===== src/rtl/intc_pkg.sv =====
// =============================================================================
// Module      : intc_pkg
// Description : Shared constants, register-select enum and decode helper for
//               the APB interrupt controller.
// Revision    : 1.0 - initial release
// =============================================================================
`default_nettype none

package intc_pkg;

    localparam int c_max_src = 32;

    localparam logic [11:0] c_off_pending = 12'h000;
    localparam logic [11:0] c_off_enable  = 12'h004;
    localparam logic [11:0] c_off_type    = 12'h008;
    localparam logic [11:0] c_off_claim   = 12'h00C;

    typedef enum logic [1:0] {
        REG_PENDING = c_off_pending[3:2],
        REG_ENABLE  = c_off_enable[3:2],
        REG_TYPE    = c_off_type[3:2],
        REG_CLAIM   = c_off_claim[3:2]
    } reg_sel_e;

    // Only the first 16-byte window of the 4 KiB page carries registers.
    function automatic logic is_mapped(input logic [7:0] page);
        return (page == 8'h00);
    endfunction

endpackage

`default_nettype wire


===== src/rtl/intc_gateway.sv =====
// =============================================================================
// Module      : intc_gateway
// Description : Per-source capture: level sources follow the registered input,
//               edge sources latch a rising edge until cleared.
// Revision    : 1.0 - initial release
// =============================================================================
`default_nettype none

module intc_gateway (
    input  logic clk,
    input  logic rst_n,
    input  logic src,
    input  logic src_type,
    input  logic clr,
    output logic pending
);

    logic r_prev;
    logic r_edge_pend;

    // Edge state is held at 0 while the source is level-typed, so a switch in
    // either direction starts from a clean slate.
    always_ff @(posedge clk or negedge rst_n) begin
        if (!rst_n) begin
            r_prev      <= 1'b0;
            r_edge_pend <= 1'b0;
        end else begin
            r_prev <= src;
            if (!src_type) begin
                r_edge_pend <= 1'b0;
            end else begin
                r_edge_pend <= (src & ~r_prev) | (r_edge_pend & ~clr);
            end
        end
    end

    assign pending = src_type ? r_edge_pend : r_prev;

endmodule

`default_nettype wire


===== src/rtl/apb_intc.sv =====
// =============================================================================
// Module      : apb_intc
// Description : APB-mapped interrupt controller, fixed priority by index.
//               Optional macro APB_INTC_SLVERR_EN enables pslverr reporting.
// Revision    : 1.0 - initial release
// =============================================================================
`default_nettype none

module apb_intc
    import intc_pkg::*;
#(
    parameter int SRC_CNT = 8
) (
    input  logic               clk,
    input  logic               rst_n,
    input  logic [31:0]        paddr,
    input  logic [31:0]        pwdata,
    input  logic               pwrite,
    input  logic               psel,
    input  logic               penable,
    output logic [31:0]        prdata,
    output logic               pready,
    output logic               pslverr,
    input  logic [SRC_CNT-1:0] src_i,
    output logic               irq_o
);

    logic               w_access;
    logic               w_mapped;
    reg_sel_e           w_sel;
    logic               w_wr;
    logic               w_rd;
    logic [SRC_CNT-1:0] r_enable;
    logic [SRC_CNT-1:0] r_type;
    logic               r_irq;
    logic [SRC_CNT-1:0] w_pending;
    logic [SRC_CNT-1:0] w_active;
    logic [SRC_CNT-1:0] w_clr;
    logic [SRC_CNT-1:0] w_claim_onehot;
    logic [5:0]         w_claim_id;
    logic [31:0]        w_rdata;
    logic               w_unused;

    assign w_access = psel & penable;
    assign w_mapped = is_mapped(paddr[11:4]);
    assign w_sel    = reg_sel_e'(paddr[3:2]);
    assign w_wr     = w_access & pwrite & w_mapped;
    assign w_rd     = w_access & ~pwrite & w_mapped;
    assign w_unused = ^{paddr[31:12], paddr[1:0], pwdata};

    assign pready = 1'b1;

    always_ff @(posedge clk or negedge rst_n) begin
        if (!rst_n) begin
            r_enable <= '0;
            r_type   <= '0;
            r_irq    <= 1'b0;
        end else begin
            if (w_wr && (w_sel == REG_ENABLE)) begin
                r_enable <= pwdata[SRC_CNT-1:0];
            end
            if (w_wr && (w_sel == REG_TYPE)) begin
                r_type <= pwdata[SRC_CNT-1:0];
            end
            r_irq <= |w_active;
        end
    end

    assign irq_o    = r_irq;
    assign w_active = w_pending & r_enable;

    // Descending scan so the lowest active index wins.
    always_comb begin
        w_claim_id     = '0;
        w_claim_onehot = '0;
        for (int i = SRC_CNT - 1; i >= 0; i--) begin
            if (w_active[i]) begin
                w_claim_id        = 6'(i + 1);
                w_claim_onehot    = '0;
                w_claim_onehot[i] = 1'b1;
            end
        end
    end

    assign w_clr = ({SRC_CNT{w_wr && (w_sel == REG_PENDING)}} & pwdata[SRC_CNT-1:0])
                 | ({SRC_CNT{w_rd && (w_sel == REG_CLAIM)}}   & w_claim_onehot);

    for (genvar g = 0; g < SRC_CNT; g++) begin : g_gateway
        intc_gateway u_gateway (
            .clk      (clk),
            .rst_n    (rst_n),
            .src      (src_i[g]),
            .src_type (r_type[g]),
            .clr      (w_clr[g]),
            .pending  (w_pending[g])
        );
    end

    always_comb begin
        w_rdata = '0;
        if (w_rd) begin
            case (w_sel)
                REG_PENDING: w_rdata[SRC_CNT-1:0] = w_pending;
                REG_ENABLE:  w_rdata[SRC_CNT-1:0] = r_enable;
                REG_TYPE:    w_rdata[SRC_CNT-1:0] = r_type;
                REG_CLAIM:   w_rdata[5:0]         = w_claim_id;
                default:     w_rdata              = '0;
            endcase
        end
    end

    assign prdata = w_rdata;

`ifdef APB_INTC_SLVERR_EN
    assign pslverr = rst_n & w_access & (~w_mapped | (pwrite & (w_sel == REG_CLAIM)));
`else
    assign pslverr = 1'b0;
`endif

endmodule

`default_nettype wire

===== config.mk =====
export PLATFORM = sky130hd
export DESIGN_NAME = apb_intc
export DESIGN_NICKNAME = d
export VERILOG_FILES = /design/src/rtl/intc_pkg.sv /design/src/rtl/intc_gateway.sv /design/src/rtl/apb_intc.sv
export SDC_FILE = /design/constraint.sdc
export NUM_CORES = 1
export LEC_CHECK = 0
export ABC_AREA = 1
export ABC_CLOCK_PERIOD_IN_PS = 1900
export CORE_UTILIZATION = 35
export CTS_BUF_LIST = sky130_fd_sc_hd__clkbuf_8
export DETAILED_ROUTE_END_ITERATION = 8
export DONT_BUFFER_PORTS = 1
export HOLD_SLACK_MARGIN = 0.08
export PLACE_DENSITY = 0.47
export SYNTH_ARGS = -nofsm -noshare
export SYNTH_HDL_FRONTEND = slang
export SYNTH_SLANG_ARGS = --single-unit

===== constraint.sdc =====
create_clock -name clk -period 1.9 [get_ports clk]
set_input_delay 0.57 -clock clk [delete_from_list [all_inputs] [get_ports clk]]
set_output_delay 0.57 -clock clk [all_outputs]
set_load 0.01 [all_outputs]

==> results of run 1 <==
## power by group through the flow
| stage | Sequential [W] | Clock, W | Combinational (W) |
|---|---|---|---|
| 4_1_cts | 0.000717 | 0.000556 | 0.000151 |
| 2_1_floorplan | 0.000730 | 0 | 0.000127 |
| 3_3_place_gp | 0.000731 | 0 | 0.000119 |
| 5_1_grt | 0.000718 | 0.000591 | 0.000182 |
| 3_5_place_dp | 0.000731 | 0 | 0.000119 |
| 6_report | 0.000718 | 0.000533 | 0.000161 |
## flip-flops by register name (all words and copies together), names as in the netlist
name and cells:
g_gateway.u_gateway.r_edge_pend 8, g_gateway.u_gateway.r_prev 8, r_enable 8, r_type 8, irq_o 1
## kinds of logic after synthesis
group,Yosys count
DFF,33
and+or+nand+nor,141
other,2
buffers and inverters,70
AOI/OAI and AO/OA,47
## how the worst min path moves through the flow
| stage | from | endpoint | slack, ns | cells after the start |
|---|---|---|---|---|
| finish | rst_n | r_type[2] | 0.11 | 1 |
| global route | rst_n | r_type[2] | 0.11 | 1 |
| CTS | rst_n | r_type[2] | 0.12 | 1 |
| detailed placement | rst_n | g_gateway[2].u_gateway.r_edge_pend | 0.28 | 0 |
| global placement | rst_n | g_gateway[2].u_gateway.r_edge_pend | 0.28 | 0 |
| floorplan | rst_n | g_gateway[0].u_gateway.r_edge_pend | 0.27 | 0 |
## layout make-up
class,count,area share
Clock buffer,6,0.0293
Clock inverter,1,0.00133
Inverter,41,0.0563
Timing Repair Buffer,44,0.126
Sequential cell,33,0.293
Tap cell,75,0.0333
Multi-Input combinational cell,214,0.461
## layer usage
metal | global-route usage | share of wire
met5 | 0 | 0
met4 | 0.0589 | 0.014
met3 | 0.0427 | 0.047
met2 | 0.281 | 0.46
met1 | 0.247 | 0.48
## cells in the mapped netlist
cell       n  area, um^2
nand2_1   86         323
inv_1     40         150
dfrtp_1   33         826
buf_4     26         195
nor2_1    18        67.6
nand3_1   17        85.1
a21oi_1   15        75.1
o21ai_2   14         123
o21ai_0    8        40.0
nor2_4     6        67.6
nand4_1    5        31.3
a221oi_1   4        35.0
a31oi_1    3        18.8
nor2_2     3        18.8
buf_6      2        22.5
conb_1     2        7.51
nand3_4    2        35.0
o21ai_1    2        10.0
a21boi_0   1        7.51
and2_1     1        6.26
buf_2      1        5.00
inv_2      1        3.75
nand2_4    1        11.3
nor3_1     1        5.00
nor3b_1    1        7.51
## metrics by stage
stage	setup slack, ns	area [um^2]	util	std cells
global placement	-0.162	2380	0.400	390
global route	-0.307	2820	0.474	414
detailed placement	-0.167	2380	0.400	390
finish	-0.209	2820	0.474	414
CTS	-0.235	2630	0.442	407
floorplan	-0.0331	2310	-	317
## what timing repair did
item / CTS / global route
hold buffers: 1 / 0
endpoints found under the setup margin: 8 / 8
resized for setup: 27 / 37
hold endpoints to repair: 33 / 0
pin swaps: 18 / 26
buffers inserted: 9 / 7
==> impl_metrics.env, run 1 <==
export IMPL_synthMuxAreaShare=0
export IMPL_syn_to_final_growth_pct=29.5
export IMPL_cp_top_family="simple AND/OR/NAND/NOR gates"
export IMPL_layout_worst_path_cycle_share=1.11
export IMPL_clockBufferDepth=2
export IMPL_nets=416
export IMPL_seqCellArea_um2=826
export IMPL_drc=0
export IMPL_cp_end_kind="output port"
export IMPL_num_vias=1904
export IMPL_worst_path_stages=8
export IMPL_cp_max_fo=4
export IMPL_place_congestion=0.797
export IMPL_synthAdderAreaFrac=0
export IMPL_violations="negative setup slack"
export IMPL_ant_nets=0
export IMPL_synthSimpleGateAreaFrac=0.302
export IMPL_vdd_drop_max_uv=321
export IMPL_die_h_um=80.9
export IMPL_crit_end="prdata[0]"
export IMPL_die_area_um2=6540
export IMPL_tritoncts="yes"
export IMPL_critPathKind="reg -> out"
export IMPL_avgViaCountPerCell=4.60
export IMPL_worst_r2r_cell_count=10
export IMPL_finClkSkew_ns=0.00248
export IMPL_htree_num_levels=2
export IMPL_cp_slowest_stage_delay_ns=0.42
export IMPL_crit_slowest_cell="dfrtp_1"
export IMPL_finalMaxSlewViolations=0
export IMPL_yosysSeqAreaShare=0.379
export IMPL_timing_fmax_mhz=474
export IMPL_wl_um=5530
export IMPL_critical_path_buf_inv_count=1
export IMPL_synth_compound_area_share=0.142
export IMPL_setup_viol=6
export IMPL_max_cap_violations=0
export IMPL_diodes=0
export IMPL_hp_class="in -> async"
export IMPL_grt_usage=0.181
export IMPL_synth_area_per_cell_um2=7.43
export IMPL_yosysWarnings=0
export IMPL_crit_path_start="r_type[6]"
export IMPL_total_power_w=0.00141
export IMPL_rows=28
export IMPL_p_switching_w=0.000363
export IMPL_power_share_clock=0.378
export IMPL_final_cell_mix="nand2_1 (68), buf_4 (40), inv_1 (36)"
export IMPL_worst_slack_ns=-0.209
export IMPL_overflow=0
export IMPL_setup_tns_ns=-0.734
export IMPL_p_seq_frac=0.508
export IMPL_drive_gt1_frac=0.378
export IMPL_cp_data_arrival_time_ns=1.54
export IMPL_io_buffers=0
export IMPL_p_sw_frac=0.257
export IMPL_grt_antenna_before_repair=0
export IMPL_fillers=617
export IMPL_drtIter0Drc=90
export IMPL_run_status="finished with violations"
export IMPL_grt_pass1_wl_um=8830
export IMPL_reg2reg_to="g_gateway[6].u_gateway.r_edge_pend"
export IMPL_hold_viol_final=0
export IMPL_reg2reg_slack_ns=0.41
export IMPL_pin_count=112
export IMPL_r2r_start="r_type[3]"
export IMPL_p_comb_frac=0.114
export IMPL_core_area_um2=5960
export IMPL_grt_pass1_vias=1799
export IMPL_p_leak_nw=1.28
export IMPL_cts_buffers=5
export IMPL_fin_crit_ns=2.11
export IMPL_initial_core_util=0.366
export IMPL_syn_area_um2=2180
export IMPL_root_buffer="clkbuf_8"
export IMPL_whs_ns=0.113
export IMPL_drt_pass1_iter_count=4
export IMPL_ys_ff_latch=33
export IMPL_start_kind="flop"
export IMPL_insertion_delay_ns=0.28
export IMPL_synthCells=293
export IMPL_rsz0062_at_grt="yes"
export IMPL_final_common_cell="nand2_1"
export IMPL_multi_input_area_um2=1300
export IMPL_synth_top_family_by_area="simple AND/OR/NAND/NOR gates"
export IMPL_cts_sinks=33
export IMPL_grt_max_degree=34
export IMPL_internal_power_w=0.00105
export IMPL_required_ns=1.33
export IMPL_clk_pin_slew_ns=0.07
export IMPL_hpwlAfterDp_um=3890
export IMPL_path_cells="inv_2 > nand2_2 > nand2_2 > nor2_2 > nand2_1 > o21ai_1 > nand2_1 > a21oi_2"
export IMPL_synth_cell_types=25
export IMPL_powerDensity_nw_per_um2=501
export IMPL_synth_xor_area_frac=0
export IMPL_die_w_um=80.9
export IMPL_avgRoutedWirePerCell_um=13.3
No activity file was read; power rests on OpenSTA's default activity.
==> inputs of run 2 (changes only) <==
--- a/config.mk
+++ b/config.mk
@@ -13,6 +13,7 @@
 export DONT_BUFFER_PORTS = 1
 export HOLD_SLACK_MARGIN = 0.08
 export PLACE_DENSITY = 0.47
+export SETUP_SLACK_MARGIN = 0.05
 export SYNTH_ARGS = -nofsm -noshare
 export SYNTH_HDL_FRONTEND = slang
 export SYNTH_SLANG_ARGS = --single-unit
==> impl_metrics.env, run 2 (same netlist as run 1, synthesis figures left out) <==
export IMPL_wl_um=5970
export IMPL_worst_slack_ns=-0.186
export IMPL_overflow=0
export IMPL_cts_buffers=5
export IMPL_nets=441
export IMPL_cp_slowest_stage_delay_ns=0.44
export IMPL_root_buffer="clkbuf_8"
export IMPL_crit_path_frequent_cell="nor2_4"
export IMPL_clockBufferDepth=2
export IMPL_critPathKind="reg -> out"
export IMPL_run_status="finished with violations"
export IMPL_finClkSkew_ns=0.00424
export IMPL_powerDensity_nw_per_um2=447
export IMPL_io_buffers=0
export IMPL_num_vias=2035
export IMPL_crit_slowest_cell="dfrtp_2"
export IMPL_grt_antenna_before_repair=0
export IMPL_avgViaCountPerCell=4.63
export IMPL_drive_gt1_frac=0.452
export IMPL_die_w_um=80.9
export IMPL_cp_end_kind="output port"
export IMPL_rows=28
export IMPL_pin_count=112
export IMPL_core_area_um2=5960
export IMPL_timing_fmax_mhz=479
export IMPL_hold_viol_final=0
export IMPL_total_power_w=0.00139
export IMPL_grt_pass1_vias=1943
export IMPL_htree_num_levels=2
export IMPL_insertion_delay_ns=0.29
export IMPL_syn_to_final_growth_pct=42.9
export IMPL_ant_nets=0
export IMPL_cp_data_arrival_time_ns=1.52
export IMPL_hp_class="in -> async"
export IMPL_fillers=600
export IMPL_violations="negative setup slack"
export IMPL_final_cell_mix="nand2_1 (64), buf_4 (56), inv_1 (36)"
export IMPL_fin_util=0.522
export IMPL_die_h_um=80.9
export IMPL_cts_sinks=33
export IMPL_drt_pass1_iter_count=4
export IMPL_required_ns=1.33
export IMPL_start_kind="flop"
export IMPL_cp_max_fo=4
export IMPL_cp_top_family="simple AND/OR/NAND/NOR gates"
export IMPL_final_common_cell="nand2_1"
export IMPL_grt_max_degree=34
export IMPL_path_cells="nand2_2 > nand2_4 > nor2_4 > nor2_4 > nor2_2 > nand2_1 > a21oi_2"
export IMPL_hpwlAfterDp_um=3910
export IMPL_layout_worst_path_cycle_share=1.10
export IMPL_drc=0
export IMPL_setup_viol=6
export IMPL_diodes=0
export IMPL_critical_path_buf_inv_count=0
export IMPL_drtIter0Drc=65
export IMPL_initial_core_util=0.366
export IMPL_grt_usage=0.195
export IMPL_clk_pin_slew_ns=0.07
export IMPL_place_congestion=0.770
export IMPL_tritoncts="yes"
export IMPL_vdd_drop_max_uv=309
export IMPL_fin_crit_ns=2.09
export IMPL_max_cap_violations=0
export IMPL_die_area_um2=6540
export IMPL_avgRoutedWirePerCell_um=13.6
export IMPL_rsz0062_at_grt="yes"
export IMPL_p_leak_nw=1.42
export IMPL_grt_pass1_wl_um=9440
export IMPL_finalMaxSlewViolations=0
## run 2: cell types whose count changed in the layout (fill, tap and decap cells not counted), sizes merged
cell    change
buf        +25
inv         +2
clkbuf      -1
## run 2: area by class of cell
class	instances	area, um^2	area share
Multi-Input combinational cell	214	1360	0.438
Tap cell	75	93.8	0.0302
Clock buffer	5	68.8	0.0221
Clock inverter	3	11.3	0.00362
Sequential cell	33	830	0.267
Inverter	41	159	0.0511
Timing Repair Buffer	69	584	0.188
## run 2: power by group
group / switching [W] / total, W / leakage (nW) / internal, W
clock network: 0.000256 / 0.000501 / 0.0519 / 0.000244
logic: 0.000111 / 0.000170 / 0.931 / 0.0000597
registers: 0.00000498 / 0.000718 / 0.437 / 0.000713
total: 0.000372 / 0.00139 / 1.42 / 0.00102
## run 2: what timing repair did
item,4_1_cts,5_1_grt
hold buffers,1,0
endpoints found under the hold margin,33,0
pin swaps,18,21
buffers inserted,33,11
setup endpoints to repair,8,9
resized for setup,51,31
gates cloned,0,0
## run 2: final timing paths
kind	startpoint	end	slack, ns	cells after the start
hold reg to reg	g_gateway[7].u_gateway.r_prev	g_gateway[7].u_gateway.r_edge_pend	0.51	3
max in group asynchronous	rst_n	r_type[3]	1.59	1
setup / recovery	r_type[0]	prdata[0]	-0.19	7
setup reg to reg	r_type[2]	g_gateway[2].u_gateway.r_edge_pend	-0.16	15
min in group clk	src_i[6]	g_gateway[6].u_gateway.r_prev	0.31	0
hold / removal	rst_n	r_type[1]	0.11	1
## run 2: per-stage QoR
stage / hold WS (ns) / TNS [ns] / setup WS, ns / instances / cell area [um^2]
floorplan: 0.274 / 0 / 0.0298 / 317 / 2340
global placement: 0.275 / -0.199 / -0.0479 / 387 / 2410
detailed placement: 0.275 / -0.248 / -0.0564 / 387 / 2410
CTS: 0.110 / -0.844 / -0.226 / 429 / 2920
global route: 0.108 / -1.39 / -0.269 / 440 / 3110
finish: 0.106 / -0.855 / -0.186 / 440 / 3110
## run 2: routing by layer
| layer | up-vias | GRT usage | part of all wire |
|---|---|---|---|
| met2 | 61 | 0.313 | 0.47 |
| met5 | - | 0 | 0 |
| met4 | 0 | 0.0839 | 0.018 |
| met3 | 9 | 0.0438 | 0.054 |
| li1 | 1020 | - | - |
| met1 | 945 | 0.251 | 0.45 |
==> inputs of run 3 (changes only) <==
--- a/config.mk
+++ b/config.mk
@@ -7,12 +7,13 @@
 export LEC_CHECK = 0
 export ABC_AREA = 1
 export ABC_CLOCK_PERIOD_IN_PS = 1900
-export CORE_UTILIZATION = 35
+export CORE_UTILIZATION = 51
 export CTS_BUF_LIST = sky130_fd_sc_hd__clkbuf_8
+export CTS_CLUSTER_SIZE = 20
 export DETAILED_ROUTE_END_ITERATION = 8
 export DONT_BUFFER_PORTS = 1
 export HOLD_SLACK_MARGIN = 0.08
-export PLACE_DENSITY = 0.47
+export PLACE_DENSITY = 0.65
 export SETUP_SLACK_MARGIN = 0.05
 export SYNTH_ARGS = -nofsm -noshare
 export SYNTH_HDL_FRONTEND = slang
==> impl_metrics.env, run 3 (same netlist as run 1, synthesis figures left out) <==
export IMPL_hpwlAfterDp_um=3470
export IMPL_start_kind="flop"
export IMPL_p_leak_nw=1.25
export IMPL_finClkSkew_ns=0.00499
export IMPL_grt_antenna_before_repair=0
export IMPL_max_cap_violations=0
export IMPL_root_buffer="clkbuf_8"
export IMPL_rows=23
export IMPL_gr_usage_met1=0.318
export IMPL_p_sw_frac=0.256
export IMPL_gr_usage_met2=0.419
export IMPL_die_h_um=67.3
export IMPL_insertion_delay_ns=0.29
export IMPL_grt_busiest_layer="met2"
export IMPL_p_seq_frac=0.511
export IMPL_run_status="finished with violations"
export IMPL_timing_fmax_mhz=474
export IMPL_finalMaxSlewViolations=0
export IMPL_cp_max_fo=5
export IMPL_drive_gt1_frac=0.369
export IMPL_placed_area_um2=2330
export IMPL_overflow=0
export IMPL_core_area_um2=4060
export IMPL_pin_count=112
export IMPL_final_cell_mix="nand2_1 (69), inv_1 (35), buf_4 (35)"
export IMPL_cts_sinks=33
export IMPL_grt_pass1_vias=1784
export IMPL_diodes=0
export IMPL_critPathKind="reg -> out"
export IMPL_vdd_drop_max_uv=331
export IMPL_internal_power_w=0.00104
export IMPL_drtIter0Drc=117
export IMPL_final_cells=383
export IMPL_nets=410
export IMPL_hp_class="in -> async"
export IMPL_powerDensity_nw_per_um2=509
export IMPL_avgViaCountPerCell=4.96
export IMPL_ant_nets=0
export IMPL_syn_to_final_growth_pct=26.7
export IMPL_total_power_w=0.00140
export IMPL_die_w_um=67.3
export IMPL_layout_worst_path_cycle_share=1.11
export IMPL_cp_data_arrival_time_ns=1.54
export IMPL_fin_crit_ns=2.11
export IMPL_avgRoutedWirePerCell_um=13.3
export IMPL_p_comb_frac=0.111
export IMPL_cp_end_kind="output port"
export IMPL_required_ns=1.33
export IMPL_rsz0062_at_grt="yes"
export IMPL_grt_max_degree=34
export IMPL_power_share_clock=0.378
export IMPL_initial_core_util=0.537
export IMPL_whs_ns=0.102
export IMPL_grt_usage=0.250
export IMPL_worst_slack_ns=-0.210
export IMPL_wl_um=5100
export IMPL_die_area_um2=4530
export IMPL_num_vias=1900
export IMPL_htree_num_levels=2
export IMPL_drt_pass1_iter_count=4
export IMPL_dp_cells=358
export IMPL_place_congestion=0.851
export IMPL_p_switching_w=0.000360
export IMPL_grt_pass1_wl_um=8230
export IMPL_tritoncts="yes"
export IMPL_clk_pin_slew_ns=0.07
export IMPL_drc=0
export IMPL_hold_viol_final=0
export IMPL_cts_buffers=5
export IMPL_setup_viol=6
export IMPL_violations="negative setup slack"
export IMPL_io_buffers=0
export IMPL_setup_tns_ns=-0.704
export IMPL_clockBufferDepth=2
export IMPL_use_met3=0.0608
export IMPL_stdcell_area_um2=2760
export IMPL_final_common_cell="nand2_1"
## run 3: cell count changes in the layout (fill, tap and decap cells not counted), moves of 3 or more
cell,previous run,this run
dfrtp_1,30,33
nand2_1,64,69
buf_4,56,35
buf_6,11,2
dfrtp_2,3,0
nand2_2,16,13
## run 3: stage by stage
stage	utilization	worst slack, ns
CTS	0.647	-0.215
detailed placement	0.575	-0.0582
floorplan	-	0.0298
global placement	0.575	-0.0481
finish	0.680	-0.210
global route	0.680	-0.321
## run 3: layout make-up
type                            instances  area [um^2]
Multi-Input combinational cell        214         1320
Inverter                               41          159
Tap cell                               50         62.6
Timing Repair Buffer                   38          305
Clock buffer                            6         82.6
Sequential cell                        33          826
Clock inverter                          1         3.75
Fill cell                             335         1300
## run 3: worst paths after layout
| check | from | to | slack, ns | cells after the start |
|---|---|---|---|---|
| setup / recovery | r_type[0] | prdata[2] | -0.21 | 7 |
| hold / removal | rst_n | g_gateway[1].u_gateway.r_prev | 0.10 | 1 |
| setup reg to reg | r_type[0] | g_gateway[7].u_gateway.r_edge_pend | 0.25 | 12 |
| hold reg to reg | g_gateway[5].u_gateway.r_prev | g_gateway[5].u_gateway.r_edge_pend | 0.51 | 3 |
| max in group asynchronous | rst_n | g_gateway[5].u_gateway.r_prev | 1.61 | 1 |
| min in group clk | src_i[2] | g_gateway[2].u_gateway.r_prev | 0.31 | 0 |
## run 3: what timing repair did
| item | in CTS | in global routing |
|---|---|---|
| hold buffers | 1 | 0 |
| endpoints found under the setup margin | 8 | 8 |
| resized for setup | 28 | 29 |
| pin swaps | 18 | 15 |
| buffers inserted | 13 | 4 |
| gates cloned | 0 | 0 |
| endpoints found under the hold margin | 33 | 0 |
## run 3: worst max-delay path, cell delays in order (launching register included)
cell and delay [ns]:
dfrtp_1 0.42, inv_2 0.08, nand2_2 0.07, nand2_2 0.10, nor2_4 0.05, nor3_1 0.19, o21ai_1 0.14, a21oi_2 0.21
## run 3: power groups by stage
stage / logic [W] / registers [W] / clock network (W)
CTS: 0.000148 / 0.000717 / 0.000544
floorplan: 0.000130 / 0.000730 / 0
global route: 0.000175 / 0.000718 / 0.000567
global placement: 0.000115 / 0.000730 / 0
detailed placement: 0.000116 / 0.000731 / 0
finish: 0.000156 / 0.000718 / 0.000530
## run 3: metal layers
| layer | vias up | routed length, um |
|---|---|---|
| li1 | 958 | - |
| met1 | 869 | 2270 |
| met2 | 66 | 2470 |
| met3 | 7 | 299 |
| met4 | 0 | 60 |
| met5 | - | 0 |
